--- src/rtl/dice_roll_unit_if.sv ---
// Signal bundle between the roll pushbutton front end and the craps game logic.
// Latency: none (wires only).
// Backpressure: none; roll is a fire-and-forget strobe.
//
// master : the side that drives roll_btn / game_state (and the optional force
//          inputs) and observes the captured dice, sum, point, roll and busy.
// slave  : dice_roll_unit itself.
// DICE_FORCE_EN adds force_valid / force_a / force_b for deterministic dice.
interface dice_roll_unit_if;
    logic       roll_btn;
    logic [1:0] game_state;
`ifdef DICE_FORCE_EN
    logic       force_valid;
    logic [2:0] force_a;
    logic [2:0] force_b;
`endif
    logic [2:0] die_a;
    logic [2:0] die_b;
    logic [3:0] sum;
    logic [3:0] point;
    logic       roll;
    logic       busy;

`ifdef DICE_FORCE_EN
    modport master (
        output roll_btn, game_state, force_valid, force_a, force_b,
        input  die_a, die_b, sum, point, roll, busy
    );
    modport slave (
        input  roll_btn, game_state, force_valid, force_a, force_b,
        output die_a, die_b, sum, point, roll, busy
    );
`else
    modport master (
        output roll_btn, game_state,
        input  die_a, die_b, sum, point, roll, busy
    );
    modport slave (
        input  roll_btn, game_state,
        output die_a, die_b, sum, point, roll, busy
    );
`endif
endinterface

--- src/rtl/dice_roll_unit.sv ---
// Debounces the roll button, captures two dice from free-running counters, strobes roll.
// Latency: clean press to roll=1 in DEBOUNCE_CYCLES + 4 clocks; roll is STROBE_CYCLES wide.
// Backpressure: none; presses while busy (strobe or release debounce) are ignored.
//
// Ports:
//   clk, reset (async, active high)
//   bus.roll_btn   raw, bouncy, asynchronous pushbutton
//   bus.game_state downstream state (00 init, 01 reroll, 10 win, 11 lose)
//   bus.die_a/die_b captured dice 1..6, bus.sum 2..12, bus.point come-out sum or 0
//   bus.roll       registered strobe, bus.busy high whenever the FSM is not idle
// Optional macro DICE_FORCE_EN: adds force_valid/force_a/force_b; when force_valid
// is high during capture the clamped forced values replace the counters.
module dice_roll_unit #(
    parameter int DEBOUNCE_CYCLES = 16,
    parameter int STROBE_CYCLES   = 2
) (
    input  logic             clk,
    input  logic             reset,
    dice_roll_unit_if.slave  bus
);

    localparam int DB_W = $clog2(DEBOUNCE_CYCLES + 1);
    localparam int ST_W = $clog2(STROBE_CYCLES + 1);

    // The IDLE cycle that first sees btn_s=1 counts as the first stable
    // cycle, so DEBOUNCE itself needs one fewer.
    localparam logic [DB_W-1:0] DB_LAST = DB_W'(DEBOUNCE_CYCLES - 2);
    // Release debounce counts every low cycle inside WAIT_RELEASE.
    localparam logic [DB_W-1:0] WR_LAST = DB_W'(DEBOUNCE_CYCLES - 1);
    localparam logic [ST_W-1:0] ST_LAST = ST_W'(STROBE_CYCLES - 1);

    typedef enum logic [2:0] {
        S_IDLE,
        S_DEBOUNCE,
        S_CAPTURE,
        S_STROBE,
        S_WAIT_RELEASE
    } state_t;

    typedef struct packed {
        logic [2:0] die_a;
        logic [2:0] die_b;
        logic [3:0] sum;
        logic [3:0] point;
    } roll_res_t;

    // ------------------------------------------------------------------
    // Button synchronizer
    // ------------------------------------------------------------------
    logic btn_m;
    logic btn_s;

    always_ff @(posedge clk or posedge reset) begin
        if (reset) begin
            btn_m <= 1'b0;
            btn_s <= 1'b0;
        end else begin
            btn_m <= bus.roll_btn;
            btn_s <= btn_m;
        end
    end

    // ------------------------------------------------------------------
    // Free-running dice counters: cnt_b advances once per full lap of
    // cnt_a, so over 36 clocks every (a,b) pair appears exactly once.
    // ------------------------------------------------------------------
    logic [2:0] cnt_a;
    logic [2:0] cnt_b;
    logic       a_wrap;

    assign a_wrap = (cnt_a == 3'd6);

    always_ff @(posedge clk or posedge reset) begin
        if (reset) begin
            cnt_a <= 3'd1;
            cnt_b <= 3'd1;
        end else begin
            cnt_a <= a_wrap ? 3'd1 : cnt_a + 3'd1;
            if (a_wrap) begin
                cnt_b <= (cnt_b == 3'd6) ? 3'd1 : cnt_b + 3'd1;
            end
        end
    end

    // ------------------------------------------------------------------
    // Dice source selection
    // ------------------------------------------------------------------
    logic [2:0] src_a;
    logic [2:0] src_b;
    logic [3:0] sum_new;

`ifdef DICE_FORCE_EN
    // Out-of-range forced faces are pulled to the nearest legal face.
    function automatic logic [2:0] clamp_die(input logic [2:0] v);
        if (v == 3'd0) begin
            return 3'd1;
        end else if (v == 3'd7) begin
            return 3'd6;
        end else begin
            return v;
        end
    endfunction

    always_comb begin
        src_a = cnt_a;
        src_b = cnt_b;
        if (bus.force_valid) begin
            src_a = clamp_die(bus.force_a);
            src_b = clamp_die(bus.force_b);
        end
    end
`else
    assign src_a = cnt_a;
    assign src_b = cnt_b;
`endif

    // Max 6+6=12 fits in 4 bits.
    assign sum_new = {1'b0, src_a} + {1'b0, src_b};

    // ------------------------------------------------------------------
    // Control FSM
    // ------------------------------------------------------------------
    state_t          state;
    state_t          state_nxt;
    logic [DB_W-1:0] dcnt;
    logic [DB_W-1:0] dcnt_nxt;
    logic [ST_W-1:0] scnt;
    logic [ST_W-1:0] scnt_nxt;
    logic            cap_en;

    always_ff @(posedge clk or posedge reset) begin
        if (reset) begin
            state <= S_IDLE;
            dcnt  <= '0;
            scnt  <= '0;
        end else begin
            state <= state_nxt;
            dcnt  <= dcnt_nxt;
            scnt  <= scnt_nxt;
        end
    end

    always_comb begin
        state_nxt = state;
        dcnt_nxt  = dcnt;
        scnt_nxt  = scnt;
        cap_en    = 1'b0;
        case (state)
            S_IDLE: begin
                dcnt_nxt = '0;
                if (btn_s) begin
                    state_nxt = S_DEBOUNCE;
                end
            end
            S_DEBOUNCE: begin
                if (!btn_s) begin
                    state_nxt = S_IDLE;
                end else if (dcnt == DB_LAST) begin
                    state_nxt = S_CAPTURE;
                end else begin
                    dcnt_nxt = dcnt + DB_W'(1);
                end
            end
            S_CAPTURE: begin
                cap_en    = 1'b1;
                scnt_nxt  = '0;
                state_nxt = S_STROBE;
            end
            S_STROBE: begin
                if (scnt == ST_LAST) begin
                    dcnt_nxt  = '0;
                    state_nxt = S_WAIT_RELEASE;
                end else begin
                    scnt_nxt = scnt + ST_W'(1);
                end
            end
            S_WAIT_RELEASE: begin
                // Any high sample means the button is still (or again)
                // pressed: start the release count over.
                if (btn_s) begin
                    dcnt_nxt = '0;
                end else if (dcnt == WR_LAST) begin
                    state_nxt = S_IDLE;
                end else begin
                    dcnt_nxt = dcnt + DB_W'(1);
                end
            end
            default: begin
                state_nxt = S_IDLE;
            end
        endcase
    end

    // ------------------------------------------------------------------
    // Captured results; game_state only matters on the capture clock.
    // ------------------------------------------------------------------
    roll_res_t res;

    always_ff @(posedge clk or posedge reset) begin
        if (reset) begin
            res <= '0;
        end else if (cap_en) begin
            res.die_a <= src_a;
            res.die_b <= src_b;
            res.sum   <= sum_new;
            case (bus.game_state)
                2'b00:   res.point <= sum_new;
                2'b01:   res.point <= res.point;
                default: res.point <= 4'd0;
            endcase
        end
    end

    // roll is a flop that follows the STROBE state one clock late. This puts
    // the capture edge a full clock ahead of roll's rising edge, and the
    // flop's async reset drops roll the moment reset asserts.
    logic roll_q;

    always_ff @(posedge clk or posedge reset) begin
        if (reset) begin
            roll_q <= 1'b0;
        end else begin
            roll_q <= (state == S_STROBE);
        end
    end

    assign bus.die_a = res.die_a;
    assign bus.die_b = res.die_b;
    assign bus.sum   = res.sum;
    assign bus.point = res.point;
    assign bus.roll  = roll_q;
    assign bus.busy  = (state != S_IDLE);

endmodule

--- src/flat_wrapper.sv ---
// flat-port wrapper written by rule: the top's interface ports become plain ports
module dice_roll_unit_flat 
#(
    parameter int DEBOUNCE_CYCLES = 16,
    parameter int STROBE_CYCLES   = 2
)
  (clk, reset, bus_roll_btn, bus_game_state, bus_die_a, bus_die_b, bus_sum, bus_point, bus_roll, bus_busy);
  dice_roll_unit_if bus_i ();
  input  logic clk;
  input  logic reset;
  input wire logic [$bits(bus_i.roll_btn)-1:0] bus_roll_btn;
  input wire logic [$bits(bus_i.game_state)-1:0] bus_game_state;
  output wire logic [$bits(bus_i.die_a)-1:0] bus_die_a;
  output wire logic [$bits(bus_i.die_b)-1:0] bus_die_b;
  output wire logic [$bits(bus_i.sum)-1:0] bus_sum;
  output wire logic [$bits(bus_i.point)-1:0] bus_point;
  output wire logic [$bits(bus_i.roll)-1:0] bus_roll;
  output wire logic [$bits(bus_i.busy)-1:0] bus_busy;
  assign bus_i.roll_btn = bus_roll_btn;
  assign bus_i.game_state = bus_game_state;
  assign bus_die_a = bus_i.die_a;
  assign bus_die_b = bus_i.die_b;
  assign bus_sum = bus_i.sum;
  assign bus_point = bus_i.point;
  assign bus_roll = bus_i.roll;
  assign bus_busy = bus_i.busy;
  dice_roll_unit #(.DEBOUNCE_CYCLES(DEBOUNCE_CYCLES), .STROBE_CYCLES(STROBE_CYCLES)) u_core (.clk(clk), .reset(reset), .bus(bus_i));
endmodule
--- config.mk ---
export PLATFORM = sky130hd
export DESIGN_NAME = dice_roll_unit_flat
export DESIGN_NICKNAME = d
export VERILOG_FILES = /design/src/rtl/dice_roll_unit_if.sv /design/src/rtl/dice_roll_unit.sv /design/src/flat_wrapper.sv
export SDC_FILE = /design/constraint.sdc
export NUM_CORES = 1
export LEC_CHECK = 0
export ABC_AREA = 1
export CAP_MARGIN = 20
export CORE_MARGIN = 5
export CORE_UTILIZATION = 40
export CTS_CLUSTER_SIZE = 20
export DETAILED_ROUTE_END_ITERATION = 8
export GPL_ROUTABILITY_DRIVEN = 0
export HOLD_SLACK_MARGIN = 0.15
export PLACE_DENSITY = 0.69
export SLEW_MARGIN = 20
export SYNTH_ARGS = -nofsm -noshare
export SYNTH_HDL_FRONTEND = slang
export SYNTH_SLANG_ARGS = --single-unit
--- constraint.sdc ---
create_clock -name clk -period 4.4 [get_ports clk]
set_input_delay 0.88 -clock clk [delete_from_list [all_inputs] [get_ports clk]]
set_output_delay 0.88 -clock clk [all_outputs]
set_load 0.05 [all_outputs]
Word level (Yosys, flattened, before mapping). Cells that the tools add are included.

Add/sub/neg operators: 5. Equality and inequality tests: 19. Mux-type cells: 19. Bitwise gates (word level): 1. Reductions and logical operators: 9.

Operators with widths (count): 5-bit two-way mux (5); 3-bit two-way mux (8); 5-bit case mux with 4 select lines (1); 3-bit case mux with 5 select lines (1); 5-bit by 4-bit equality test with 1-bit output (second input constant) (2); 5-bit AND reduction (2); 3-bit equality test (second input constant) (3); 2-bit by 1-bit != test with 1-bit output (second input constant) (4); 4-bit case mux with 2 select lines (1); 3-bit by 1-bit adder with 3-bit output (second input constant) (2); 3-bit by 2-bit equality test with 1-bit output (second input constant) (2); 2-bit != test (second input constant) (3); 5-bit by 1-bit adder with 5-bit output (second input constant) (1); 3-bit by 3-bit adder with 4-bit output (1); 2-bit by 1-bit equality test with 1-bit output (second input constant) (2); 2-bit case mux with 2 select lines (1); 2-bit AND reduction (2); 4-bit nonzero test (1); 3-bit by 1-bit equality test with 1-bit output (second input constant) (1); 3-bit logical NOT (1); 3-bit by 2-bit != test with 1-bit output (second input constant) (1); 3-bit != test (second input constant) (1); 3-bit nonzero test (1); 2-bit by 1-bit adder with 2-bit output (second input constant) (1); other kinds (5) (5).

Bits in registers: 33. Bits of input ports: 5. Output and inout bits: 16. Logic and storage cells: 65.

Depth between registers and ports, before layout.
Depth after elaboration: 4. Depth in mapped cells: 11. Mapped depth without buffers: 11.

Least setup slack after synthesis. No wires, ideal clock.

Path kind: register to output. Start: register u_core.state[2]. End: output bus_busy. Data arrival time: 0.978 ns. Data required time: 3.520 ns. Setup slack: 2.542 ns. Stages on the path, launching flop included: 4. Path buffers: 1. Path through: dfrtp_1 buf_6 nor2_1 nand2_1.

Word-level cells in the longest chain between the ends: 1.

RTL lines: from (decl) (line dice_roll_unit.sv:123) `state_t state;`; from (signal assigned) (line dice_roll_unit.sv:137) `state <= state_nxt;`; 3-bit nonzero test (line dice_roll_unit.sv:232) `assign bus.busy = (state != S_IDLE);`; to (decl) (line flat_wrapper.sv:18) `output wire logic [$bits(bus_i.busy)-1:0] bus_busy;`.

No other way between the ends.

Worst setup path after layout. Same ends and word-level chain as after synthesis.

==> results.rst <==
.. list-table::
   :header-rows: 1

   * - Metric
     - Value
   * - Synth Register Bits
     - 33
   * - Gates resized, CTS repair
     - 0
   * - Skew-Pair Late Insertion Delay
     - 0.28 ns
   * - Worst reg-to-reg setup slack
     - 2.70 ns
   * - Port Buf Inserts
     - 20
   * - WL final
     - 3100 um
   * - Clock Root Buffer
     - sky130_fd_sc_hd__clkbuf_8
   * - Worst path required time
     - 3.52 ns
   * - Syn nets
     - 208
   * - Max_slew headroom
     - 66.5%
   * - First drt pass iteration count
     - 4
   * - Worst Hold Margin
     - 0.357 ns
   * - Gate Count Post-Synth
     - 195
   * - Fmax
     - 0.378 GHz
   * - Share of async-settable or async-resettable flops after synthesis
     - 100%
   * - Max H-tree Level
     - 2
   * - Tmin final
     - 2.65 ns
   * - Power per cell area
     - 702 nW/um^2
   * - Max IR drop VDD
     - 0.321 mV
   * - CTS buffer count
     - 5
   * - Count of boundary I/O pins
     - 21
   * - Distinct cell type count after synthesis
     - 24
   * - Height of the die
     - 73.4 um
   * - Post-layout nets
     - 234
   * - Cell depth of the worst min-delay path
     - 0
   * - Result of the run
     - finished clean
   * - Sequence of cells on the critical path
     - nor2_1, nand2_1, clkdlybuf4s50_1
   * - Number of warning messages in the yosys log
     - 0
   * - Count of endpoints failing hold in the final timing report
     - 0
   * - Count of pins over their slew limit
     - 0
   * - Width of the die
     - 73.4 um
   * - Unrepaired setup endpoints after global routing
     - no
   * - Delay contributed by the slowest stage of the critical path
     - 0.71 ns
   * - Most instantiated library cell after synthesis
     - sky130_fd_sc_hd__nand2_1
   * - Number of buffers added to fix hold violations after cts
     - 0
   * - Tightest Pin Transition
     - 0.502 ns
   * - Worst-path clk slew
     - 0.06 ns
   * - GRT Overall Usage
     - 13.2%
   * - Startpoint type of the worst setup path
     - register
   * - Hold worst-path end
     - u_core.btn_s
   * - Global route overflow
     - 0
   * - Fraction of final layout cells sized beyond drive strength 1
     - 7.21%
   * - Number of antenna violations at the first check in global routing
     - 0
   * - Max-capacitance violation count
     - 0
   * - Final Setup Violations
     - 0
   * - Wire length of the first global-routing pass
     - 5450 um
   * - Crit path DAT
     - 1.77 ns
   * - Effective utilization at floorplan
     - 40.8%
   * - Leading register cell type out of synthesis
     - sky130_fd_sc_hd__dfrtp_1
   * - Launch instance of the worst register-to-register path
     - u_core.dcnt[0]
   * - Diodes inserted
     - 0
   * - Commonest cells in the synthesized netlist
     - 65 x sky130_fd_sc_hd__nand2_1, 31 x sky130_fd_sc_hd__dfrtp_1, 22 x sky130_fd_sc_hd__inv_1
   * - Path class of the lowest-slack min-delay path
     - register to register
   * - Via count
     - 1287
   * - DRC marker count from the first detailed-route iteration
     - 46
   * - Layout overhead on the synthesized area
     - 21.4%
   * - Worst setup skew after layout
     - 0.00550 ns
   * - Post-Syn Area per Cell
     - 8.25 sq um
   * - RR Endpoint
     - u_core.dcnt[1]
   * - Worst hold path startpoint
     - u_core.btn_m
   * - Reg2Reg Depth
     - 11
   * - Aggregate negative setup slack
     - 0 ns
   * - Critical path's slowest cell
     - sky130_fd_sc_hd__clkdlybuf4s50_1
   * - Top cells by area, synth
     - sky130_fd_sc_hd__dfrtp_1 48%, sky130_fd_sc_hd__nand2_1 15%, sky130_fd_sc_hd__ha_1 5.4%
   * - Drt via density
     - 4.73
   * - Antenna viol nets, final
     - 0
   * - Worst Path Max Fanout
     - 8
   * - Fraction of the core area covered by cells at the end of the flow
     - 49.5%
   * - CTS Sinks
     - 33
   * - Number of enable-type register cells in the synthesized netlist
     - 0
   * - Core region area
     - 3940 sq um
   * - Buffer depth of the longest clock path
     - 2
   * - Clock tree from TritonCTS
     - built
   * - Die area
     - 5390 sq um
   * - Critical setup path kind
     - register to output pin
   * - Tcrit/Tclk final
     - 60.2%
   * - Crit path capture type
     - output pin
   * - Sequential-to-total area share from yosys stat
     - 51.5%
   * - Area share of the largest cell type after synthesis
     - 48.2%
   * - Number of rows in the core area
     - 23
   * - Via count of the first global-routing pass
     - 1272
   * - Routed wirelength normalized by instance count
     - 11.4 um
   * - Hpwl dp
     - 2240 um
   * - Final routed DRC violation total
     - 0
   * - Maximum number of pins on one net before global-route repair
     - 34
   * - Post-CTS setup-driven buffer insertion count
     - 0
   * - Static leakage
     - 1.00 nW
   * - Syn Std Cell Area
     - 1610 sq um
   * - Largest area contributor in the netlist
     - sky130_fd_sc_hd__dfrtp_1
## cell families after synthesis
logic type	share of synthesized area, %
buffers and inverters	6.38
adders and majority gates	6.69
AOI/OAI and AO/OA	8.55
DFF	51.5
and+or+nand+nor	25.8
xor gates and xnor gates	1.09
## worst max-delay path, delay by kind of cell, from the launching register on
| kind | cells | cell delay [ns] |
|---|---|---|
| flops | 1 | 0.46 |
| buf+inv | 1 | 0.71 |
| simple gates | 2 | 0.33 |
## flip-flops by register name, summed over array words and instances (netlist names)
register          flops
u_core.bus.sum        4
u_core.dcnt           5
u_core.scnt           2
u_core.bus.roll       1
u_core.cnt_a          3
u_core.cnt_b          3
u_core.bus.die_b      3
u_core.btn_m          1
u_core.bus.die_a      3
u_core.state          3
u_core.bus.point      4
u_core.btn_s          1
## where the power goes
| part | switching, W | total [W] | internal, W |
|---|---|---|---|
| Clock | 0.000103 | 0.000230 | 0.000127 |
| Sequential | 0.0000694 | 0.000465 | 0.000396 |
| Combinational | 0.000463 | 0.000676 | 0.000213 |
| Total | 0.000635 | 0.00137 | 0.000736 |
## cell usage in the layout, fill, tap and decap left out, drive strengths merged
| cell type | Yosys | routed |
|---|---|---|
| xor2 | 1 | 1 |
| nor3 | 2 | 2 |
| nand2 | 66 | 66 |
| inv | 23 | 23 |
| or2 | 1 | 1 |
| dfrtp | 31 | 31 |
| fa | 1 | 1 |
| a21oi | 5 | 5 |
| nor2 | 18 | 18 |
| nand4 | 1 | 1 |
| buf | 2 | 1 |
| dfstp | 2 | 2 |
| ha | 7 | 7 |
| a2bb2oi | 1 | 1 |
| clkdlybuf4s50 | 0 | 20 |
| nand3 | 13 | 13 |
| clkbuf | 0 | 8 |
| xnor2 | 1 | 1 |
| o21ai | 20 | 20 |
## metal layers
metal | track usage, % | vias to the layer above | routed length [um]
li1 | - | 672 | -
met1 | 16.6 | 585 | 1440
met2 | 20.3 | 23 | 1480
met3 | 4.65 | 7 | 123
met4 | 6.44 | 0 | 61
met5 | 0 | - | 0
## how the worst max path moves through the flow
stage	from	end	depth (start not counted)
after global routing	u_core.state[2]	bus_busy	3
after global placement	u_core.state[2]	bus_busy	3
after CTS	u_core.state[2]	bus_busy	3
final	u_core.state[2]	bus_busy	3
after floorplan	u_core.state[2]	bus_busy	3
after detailed placement	u_core.state[2]	bus_busy	3
## cell type report
| class | instances | area (sq um) |
|---|---|---|
| clock buffer | 8 | 90.1 |
| fill | 376 | 1990 |
| inverter | 23 | 86.3 |
| multi-input combinational | 137 | 678 |
| sequential | 33 | 828 |
| tap | 50 | 62.6 |
| timing repair buffer | 21 | 208 |
## stage by stage
stage | area, sq um | cells | total power, W | worst slack (ns)
after floorplan | 1610 | 195 | 0.000942 | 2.54
final | 1950 | 272 | 0.00137 | 1.75
after detailed placement | 1860 | 264 | 0.00115 | 2.05
after CTS | 1950 | 272 | 0.00139 | 1.74
after global routing | 1950 | 272 | 0.00147 | 1.63
after global placement | 1860 | 264 | 0.00114 | 2.08
(Power assumes the default switching activity.)
